### src/rtl/uart_tx.sv
// rtl/uart_tx.sv - byte transmitter: valid/ready in, start/data/stop serial frame out
// Define UART_TX_PARITY_EN to insert an even-parity bit after the MSB.
module uart_tx #(
    parameter int BYTESIZES   = 8,
    parameter int BAUDRATE    = 115200,
    parameter int CLOCK_INPUT = 50_000_000,
    parameter int STOPBITS    = 1
) (
    input  logic                 clock,
    input  logic                 reset,
    input  logic [BYTESIZES-1:0] datain,
    input  logic                 valid,
    output logic                 ready,
    output logic                 sdata,
    output logic                 tx_done
);
    localparam int DIV = CLOCK_INPUT / BAUDRATE;
    localparam int CW  = (DIV > 1) ? $clog2(DIV) : 1;
    localparam int IW  = (BYTESIZES > 1) ? $clog2(BYTESIZES) : 1;
    localparam logic [CW-1:0] CNT_LAST  = CW'(DIV - 1);
    localparam logic [IW-1:0] BIT_LAST  = IW'(BYTESIZES - 1);
    localparam logic          STOP_LAST = (STOPBITS == 2);

    generate
        if (DIV < 2) begin : g_div_check
            $error("uart_tx: CLOCK_INPUT / BAUDRATE must be at least 2");
        end
        if (STOPBITS != 1 && STOPBITS != 2) begin : g_stop_check
            $error("uart_tx: STOPBITS must be 1 or 2");
        end
    endgenerate

    typedef enum logic [2:0] {
        IDLE  = 3'd0,
        START = 3'd1,
        DATA  = 3'd2,
        STOP  = 3'd3
`ifdef UART_TX_PARITY_EN
        , PARITY = 3'd4
`endif
    } state_t;

    state_t               state, state_nxt;
    logic [CW-1:0]        cnt, cnt_nxt;
    logic [IW-1:0]        bit_idx, bit_idx_nxt;
    logic                 stop_idx, stop_idx_nxt;
    logic [BYTESIZES-1:0] shift_reg, shift_nxt;
    logic                 sdata_nxt;
    logic                 done_nxt;
    logic                 bit_end;
    logic                 handshake;
`ifdef UART_TX_PARITY_EN
    logic                 par_bit, par_nxt;
`endif

    assign ready     = (state == IDLE) && !reset;
    assign handshake = valid && ready;
    assign bit_end   = (cnt == CNT_LAST);

    // sdata_nxt reflects the current state, so the line lags the state by one flop
    always_comb begin
        state_nxt    = state;
        cnt_nxt      = cnt;
        bit_idx_nxt  = bit_idx;
        stop_idx_nxt = stop_idx;
        shift_nxt    = shift_reg;
        sdata_nxt    = 1'b1;
        done_nxt     = 1'b0;
`ifdef UART_TX_PARITY_EN
        par_nxt      = par_bit;
`endif
        if (state != IDLE) begin
            cnt_nxt = bit_end ? '0 : cnt + 1'b1;
        end
        case (state)
            IDLE: begin
                if (handshake) begin
                    state_nxt = START;
                    cnt_nxt   = '0;
                    shift_nxt = datain;
`ifdef UART_TX_PARITY_EN
                    par_nxt   = ^datain;
`endif
                end
            end
            START: begin
                sdata_nxt = 1'b0;
                if (bit_end) begin
                    state_nxt   = DATA;
                    bit_idx_nxt = '0;
                end
            end
            DATA: begin
                sdata_nxt = shift_reg[0];
                if (bit_end) begin
                    shift_nxt   = shift_reg >> 1;
                    bit_idx_nxt = bit_idx + 1'b1;
                    if (bit_idx == BIT_LAST) begin
                        stop_idx_nxt = 1'b0;
`ifdef UART_TX_PARITY_EN
                        state_nxt    = PARITY;
`else
                        state_nxt    = STOP;
`endif
                    end
                end
            end
`ifdef UART_TX_PARITY_EN
            PARITY: begin
                sdata_nxt = par_bit;
                if (bit_end) begin
                    state_nxt    = STOP;
                    stop_idx_nxt = 1'b0;
                end
            end
`endif
            STOP: begin
                sdata_nxt = 1'b1;
                if (bit_end) begin
                    if (stop_idx == STOP_LAST) begin
                        state_nxt = IDLE;
                        done_nxt  = 1'b1;
                    end else begin
                        stop_idx_nxt = 1'b1;
                    end
                end
            end
            default: begin
                state_nxt = IDLE;
            end
        endcase
    end

    always_ff @(posedge clock) begin
        if (reset) begin
            state     <= IDLE;
            cnt       <= '0;
            bit_idx   <= '0;
            stop_idx  <= 1'b0;
            shift_reg <= '0;
            sdata     <= 1'b1;
            tx_done   <= 1'b0;
`ifdef UART_TX_PARITY_EN
            par_bit   <= 1'b0;
`endif
        end else begin
            state     <= state_nxt;
            cnt       <= cnt_nxt;
            bit_idx   <= bit_idx_nxt;
            stop_idx  <= stop_idx_nxt;
            shift_reg <= shift_nxt;
            sdata     <= sdata_nxt;
            tx_done   <= done_nxt;
`ifdef UART_TX_PARITY_EN
            par_bit   <= par_nxt;
`endif
        end
    end

endmodule

### config.mk
export PLATFORM = sky130hd
export DESIGN_NAME = uart_tx
export DESIGN_NICKNAME = d
export VERILOG_FILES = /design/src/rtl/uart_tx.sv
export SDC_FILE = /design/constraint.sdc
export NUM_CORES = 1
export LEC_CHECK = 0
export BUFFER_PORTS_ARGS = -buffer_cell sky130_fd_sc_hd__buf_4
export CELL_PAD_IN_SITES_DETAIL_PLACEMENT = 2
export CELL_PAD_IN_SITES_GLOBAL_PLACEMENT = 2
export CORE_ASPECT_RATIO = 1.5
export CORE_MARGIN = 3
export CORE_UTILIZATION = 34
export CTS_BUF_LIST = sky130_fd_sc_hd__clkbuf_8
export CTS_CLUSTER_SIZE = 28
export DETAILED_ROUTE_END_ITERATION = 8
export PLACE_DENSITY = 0.89
export SETUP_SLACK_MARGIN = 0.1
export SYNTH_ARGS = -nofsm -noshare
export SYNTH_HDL_FRONTEND = slang
export SYNTH_SLANG_ARGS = --single-unit
### constraint.sdc
create_clock -name clock -period 1.57 [get_ports clock]
set_input_delay 0 -clock clock [delete_from_list [all_inputs] [get_ports clock]]
set_output_delay 0 -clock clock [all_outputs]
set_load 0.02 [all_outputs]
==> results of run 1 <==
-- repair_timing --
action	in CTS	in global routing
hold buffers	1	0
cloned	1	0
endpoints found under the setup margin	20	21
setup buffers	2	6
pin swaps	18	7
endpoints found under the hold margin	1	0
gates resized for setup	28	23
-- cells in the mapped netlist (all sizes together) (2+ instances only) --
| master | number | share of area [%] |
|---|---|---|
| o41ai | 2 | 1.2 |
| a21oi | 7 | 2.5 |
| inv | 7 | 1.8 |
| dfxtp | 24 | 34 |
| nand3 | 6 | 2.1 |
| o32a | 2 | 1.4 |
| o211ai | 2 | 1.1 |
| xnor2 | 2 | 1.2 |
| nand2b | 2 | 1.4 |
| or3 | 4 | 1.8 |
| nand2 | 9 | 2.4 |
| buf | 7 | 3.7 |
| nor2 | 9 | 2.4 |
| mux2i | 8 | 5.6 |
| xor2 | 2 | 1.2 |
| nand3b | 2 | 1.1 |
| clkbuf | 4 | 1.1 |
| ha | 8 | 7.0 |
| o311a | 7 | 4.9 |
| nor2b | 2 | 0.88 |
| o21ai | 14 | 4.9 |
-- cell type report --
class | instances | area share, %
clock buffers | 3 | 2.028
repair buffers | 45 | 18.25
multi-input cells | 110 | 51.20
flip-flops and latches | 24 | 24.09
well taps | 45 | 2.766
inverters | 7 | 1.659
-- worst max-delay path: cells and delay by family (launching register included) --
family	cells	cell delay, ns
buffers and inverters	2	0.18
adder cells (fa/ha/maj)	1	0.18
flip-flops	1	0.41
AND/OR/NAND/NOR	1	0.35
AO/OA/AOI/OAI	3	0.56
-- path summary, 6_finish.rpt --
path / slack, ns / endpoint
setup / recovery: -0.24 / state[0]
hold / removal: 0.09 / cnt[1]
setup reg to reg: -0.24 / state[0]
hold reg to reg: 0.50 / bit_idx[1]
-- per-stage QoR --
stage          cells  util [%]  hold WS (ns)
6_report         234     50.97       0.09412
5_1_grt          234     50.97        0.1149
4_1_cts          228     46.65       0.09486
3_5_place_dp     221     42.51        0.2206
3_3_place_gp     221     42.51        0.2109
2_1_floorplan    152         -        0.1258
-- metal layers --
layer  vias to the layer above  routed length [um]  track usage [%]
li1                        641                   -                -
met1                       688                1960            21.74
met2                        35                3461            41.85
met3                        19                 110            2.435
met4                         0                 235            10.72
met5                         -                   0                0
-- power groups by stage --
stage	Sequential, uW	Combinational [uW]	Clock, uW
6_report	825	1510	386
4_1_cts	807	1170	389
5_1_grt	831	1610	405
2_1_floorplan	806	621	0
3_3_place_gp	783	935	0
3_5_place_dp	801	1050	0
-- kinds of logic (layout without fill, tap and decap cells) --
group | count (synthesis) | after routing | synth area share, %
AOI/OAI and AO/OA | 46 | 46 | 24.21
and+or+nand+nor | 44 | 44 | 20.16
DFF | 24 | 24 | 33.80
buffers and inverters | 18 | 55 | 6.689
adders and majority gates | 8 | 8 | 7.043
muxes | 8 | 8 | 5.634
xor gates and xnor gates | 4 | 4 | 2.465
==> flow_summary.ini, run 1 <==
[cells_and_area]
final_common_cell = buf_4
n_antenna_cell = 0
nets = 210
final_cell_mix = buf_4, dfxtp_1, nand2_1
num-fill-cells = 413
drive_gt1_share_pct = 47.62
syn_to_final_growth_pct = 43.22
largest_reg_flops = 9
design_area_mm2 = 0.002036
regArea_um2 = 490.5
multi_input_area_mm2 = 0.001042

[sta]
setup_viol = 13
rsz0062_at_grt = yes
final.min_clock_period_ns = 1.811
relSlewSlack_pct = 65.47
max_slew.worst_pin.slew_ns = 0.5180
hold_viol = 0
fin_crit_sh_pct = 115.3
clock.fmax_mhz = 552.3
finClkSkew_ns = 0.01715
maxSlewViolCount = 0
fin_ws_ns = -0.2407
setup_tns_ns = -1.602

[grt]
grt_use_total_pct = 21.73
grt_pass1_wl_mm = 8.107
grt_max_degree = 18
antenna_found_initial = 0
grt_pass1_vias = 1562
overflow = 0

[synth]
syn-num-nets = 171
syn_area_mm2 = 0.001421
ys_seq_elements = 24
synth_warnings = 0
synth_cell_types = 48
ys_seq_area_share_pct = 33.80
synth-async-reset-ratio_pct = 0
netlist_instances = 152
avgSynthCellArea_um2 = 9.351
synth_edf_count = 0
synth_flop_cell = dfxtp_1

[placement]
place_area_mm2 = 0.001698
place_ws_ns = -0.1989
io_buffers = 13
dpl.hpwl_mm = 3.562
place.gp.congestion = 0.8358

[critical_path]
critPathKind = reg -> reg
worst-path-max-fanout = 4
arrival_ns = 1.96
startpoint_type = flip-flop
startpoint = state[0]
crit_chain = inv_4, ha_4, or3_4, o21a_4, buf_6, o211ai_1, o41ai_2
crit_slowest_cell = dfxtp_4
worstReg2RegStart = state[0]
reg2regPathDepth = 7
worstPathRequired_ns = 1.72
cpPeakStageDelay_ns = 0.41
worstSetupEndpointType = flip-flop

[clocking]
cts_buffers = 3
clock_sinks = 24
clock_latency_ns = 0.28
cts_tree = yes
cts-root-buf = clkbuf_8
htreeDepth = 1
clock_path_buffers = 2
clk_pin_slew_ns = 0.10

[power]
ir_worst_vdd_mv = 0.8443
pwr-share-clk_pct = 14.2
swShare_pct = 40.60
seqPwrFrac_pct = 30.4
power_density_mw_per_mm2 = 1335
p_comb_share_pct = 55.4
total_power_uw = 2718
internal-power_uw = 1615
leakage_uw = 0.0007924
p_sw_uw = 1103

[drt]
wire_per_inst_um = 24.65
drc_errors = 0
viasPerCell = 5.910
drt_iter0_markers = 53
dr.pass1.iters = 4
drt_wl_total_mm = 5.767
drtAntennaViolNets = 0
vias = 1383

[floorplanning]
die_area_mm2 = 0.005008
start_util_pct = 35.59
fp.coreArea_mm2 = 0.003994
io_pins = 14
die_h_um = 85.19
die_x_um = 58.79
rows = 28

[outcome]
status = finished, violations left
violations = setup timing

[hold_path]
hold_path.startpoint = valid
hold_class = in -> reg
worstHoldPathCells = 3

[run]
max-cap-violations = 0
Note: power is estimated with default switching activity, not from simulation.
==> run 2, diff against run 1 <==
--- a/config.mk
+++ b/config.mk
@@ -11,7 +11,7 @@
 export CORE_ASPECT_RATIO = 1.5
 export CORE_MARGIN = 3
 export CORE_UTILIZATION = 34
-export CTS_BUF_LIST = sky130_fd_sc_hd__clkbuf_8
+export CTS_BUF_LIST = sky130_fd_sc_hd__clkbuf_4
 export CTS_CLUSTER_SIZE = 28
 export DETAILED_ROUTE_END_ITERATION = 8
 export PLACE_DENSITY = 0.89
==> flow_summary.ini, run 2 (same netlist as run 1, synthesis figures left out) <==
[power]
seqPwrFrac_pct = 31.5
swShare_pct = 39.88
pwr-share-clk_pct = 10.6
p_comb_share_pct = 57.9
internal-power_uw = 1558
p_sw_uw = 1033
ir_worst_vdd_mv = 0.8220
power_density_mw_per_mm2 = 1267
leakage_uw = 0.0008063

[critical_path]
worstReg2RegStart = state[0]
crit_slowest_cell = dfxtp_4
worst-path-max-fanout = 4
crit_chain = inv_4, ha_4, or3_4, o21a_4, or3b_4, a21oi_2
cp_top_family = simple AND/OR/NAND/NOR gates
crit_buf_inv = 1
cpPeakStageDelay_ns = 0.41
arrival_ns = 1.99
r2r_slack_ns = -0.18
reg2regPathDepth = 6
startpoint_type = flip-flop
r2r-end = state[1]
worstPathRequired_ns = 1.81
critPathKind = reg -> reg
worstSetupEndpointType = flip-flop

[sta]
maxSlewViolCount = 0
finClkSkew_ns = 0.003284
final.min_clock_period_ns = 1.748
relSlewSlack_pct = 73.43
clock.fmax_mhz = 572.0
holdWs_ns = 0.05820
hold_viol = 0
fin_ws_ns = -0.1781
rsz0062_at_grt = yes
fin_crit_sh_pct = 111.3
max_slew.worst_pin.slew_ns = 0.3986
setup_viol = 13

[drt]
drt_wl_total_mm = 5.503
viasPerCell = 5.768
drtAntennaViolNets = 0
drt_iter0_markers = 51
vias = 1390
dr.pass1.iters = 4
drc_errors = 0
wire_per_inst_um = 22.83

[clocking]
clock_path_buffers = 2
cts_buffers = 3
clock_latency_ns = 0.31
htreeDepth = 1
cts-root-buf = clkbuf_4
clk_pin_slew_ns = 0.13
clock_sinks = 24
cts_tree = yes

[grt]
grt_pass1_wl_mm = 8.666
grt_max_degree = 18
grt_use_total_pct = 22.92
antenna_found_initial = 0
overflow = 0
grt_pass1_vias = 1611

[hold_path]
hold_end = shift_reg[3]
hold_class = in -> reg
hold_path.startpoint = datain[3]
worstHoldPathCells = 4

[cells_and_area]
syn_to_final_growth_pct = 43.93
n_antenna_cell = 0
drive_gt1_share_pct = 50.51
num-fill-cells = 415
final_common_cell = buf_4
nets = 217
design_area_mm2 = 0.002046
final_cell_mix = buf_4, dfxtp_1, o21ai_2, nand2_1, buf_6
largest_reg_flops = 9

[floorplanning]
start_util_pct = 35.59
rows = 28
die_x_um = 58.79
die_h_um = 85.19
io_pins = 14
fp.coreArea_mm2 = 0.003994
die_area_mm2 = 0.005008

[placement]
io_buffers = 13
dpl.hpwl_mm = 3.562
place_area_mm2 = 0.001698
place.gp.congestion = 0.8358

[run]
max-cap-violations = 0

[outcome]
violations = setup timing
status = finished, violations left
[run 2: changes by cell type in the layout (fill, tap and decap cells not counted), sizes merged]
cell	previous run	this run
buf	44	51
[run 2: worst min-delay path: stages]
cell and delay, ns:
buf_4 0.08, mux2i_1 0.06, o21ai_2 0.06, o311a_1 0.15
[run 2: worst max path at each step]
stage | from | cells after the start | slack, ns | endpoint
finish | state[0] | 6 | -0.18 | state[1]
global route | state[0] | 6 | -0.22 | state[1]
CTS | state[1] | 6 | -0.17 | state[1]
detailed placement | state[1] | 6 | -0.20 | state[1]
global placement | state[0] | 6 | 0.01 | state[1]
floorplan | state[0] | 6 | 0.02 | state[1]
[run 2: final cells by class]
type	instances	area, um^2	share of cell area, %
Inverter	7	31.28	1.529
Tap cell	45	56.30	2.752
Sequential cell	24	490.5	23.98
Clock buffer	3	22.52	1.101
Multi-Input combinational cell	110	1018	49.79
Timing Repair Buffer	52	426.7	20.86
[run 2: stage by stage]
stage               power (uW)  cells  utilization [%]  setup slack, ns  TNS [ns]
floorplan                 1427    152                -          0.01505         0
global placement          1718    221            42.51          0.01285         0
detailed placement        1854    221            42.51          -0.1989   -0.7420
CTS                       2342    234            47.68          -0.1685    -1.008
global route              2746    241            51.22          -0.2237    -2.252
finish                    2591    241            51.22          -0.1781    -1.635
[run 2: what timing repair did]
action	in CTS	in global routing
gates resized for setup	32	19
endpoints found under the hold margin	1	0
endpoints found under the setup margin	20	22
setup buffers	7	7
pin swaps	20	7
hold buffers	1	0
gates cloned	2	0
[run 2: power by group through the flow]
stage	logic [uW]	clock network, uW	registers [uW]
3_5_place_dp	1050	0	801
6_report	1500	274	817
3_3_place_gp	935	0	783
4_1_cts	1240	294	807
5_1_grt	1610	314	825
2_1_floorplan	621	0	806
[run 2: per-layer routing]
layer | GRT usage [%] | up-vias | wire, um
met5 | 0 | - | 0
met4 | 12.37 | 0 | 204
met3 | 2.892 | 16 | 122
met2 | 43.56 | 26 | 3210
met1 | 22.78 | 693 | 1965
li1 | - | 655 | -
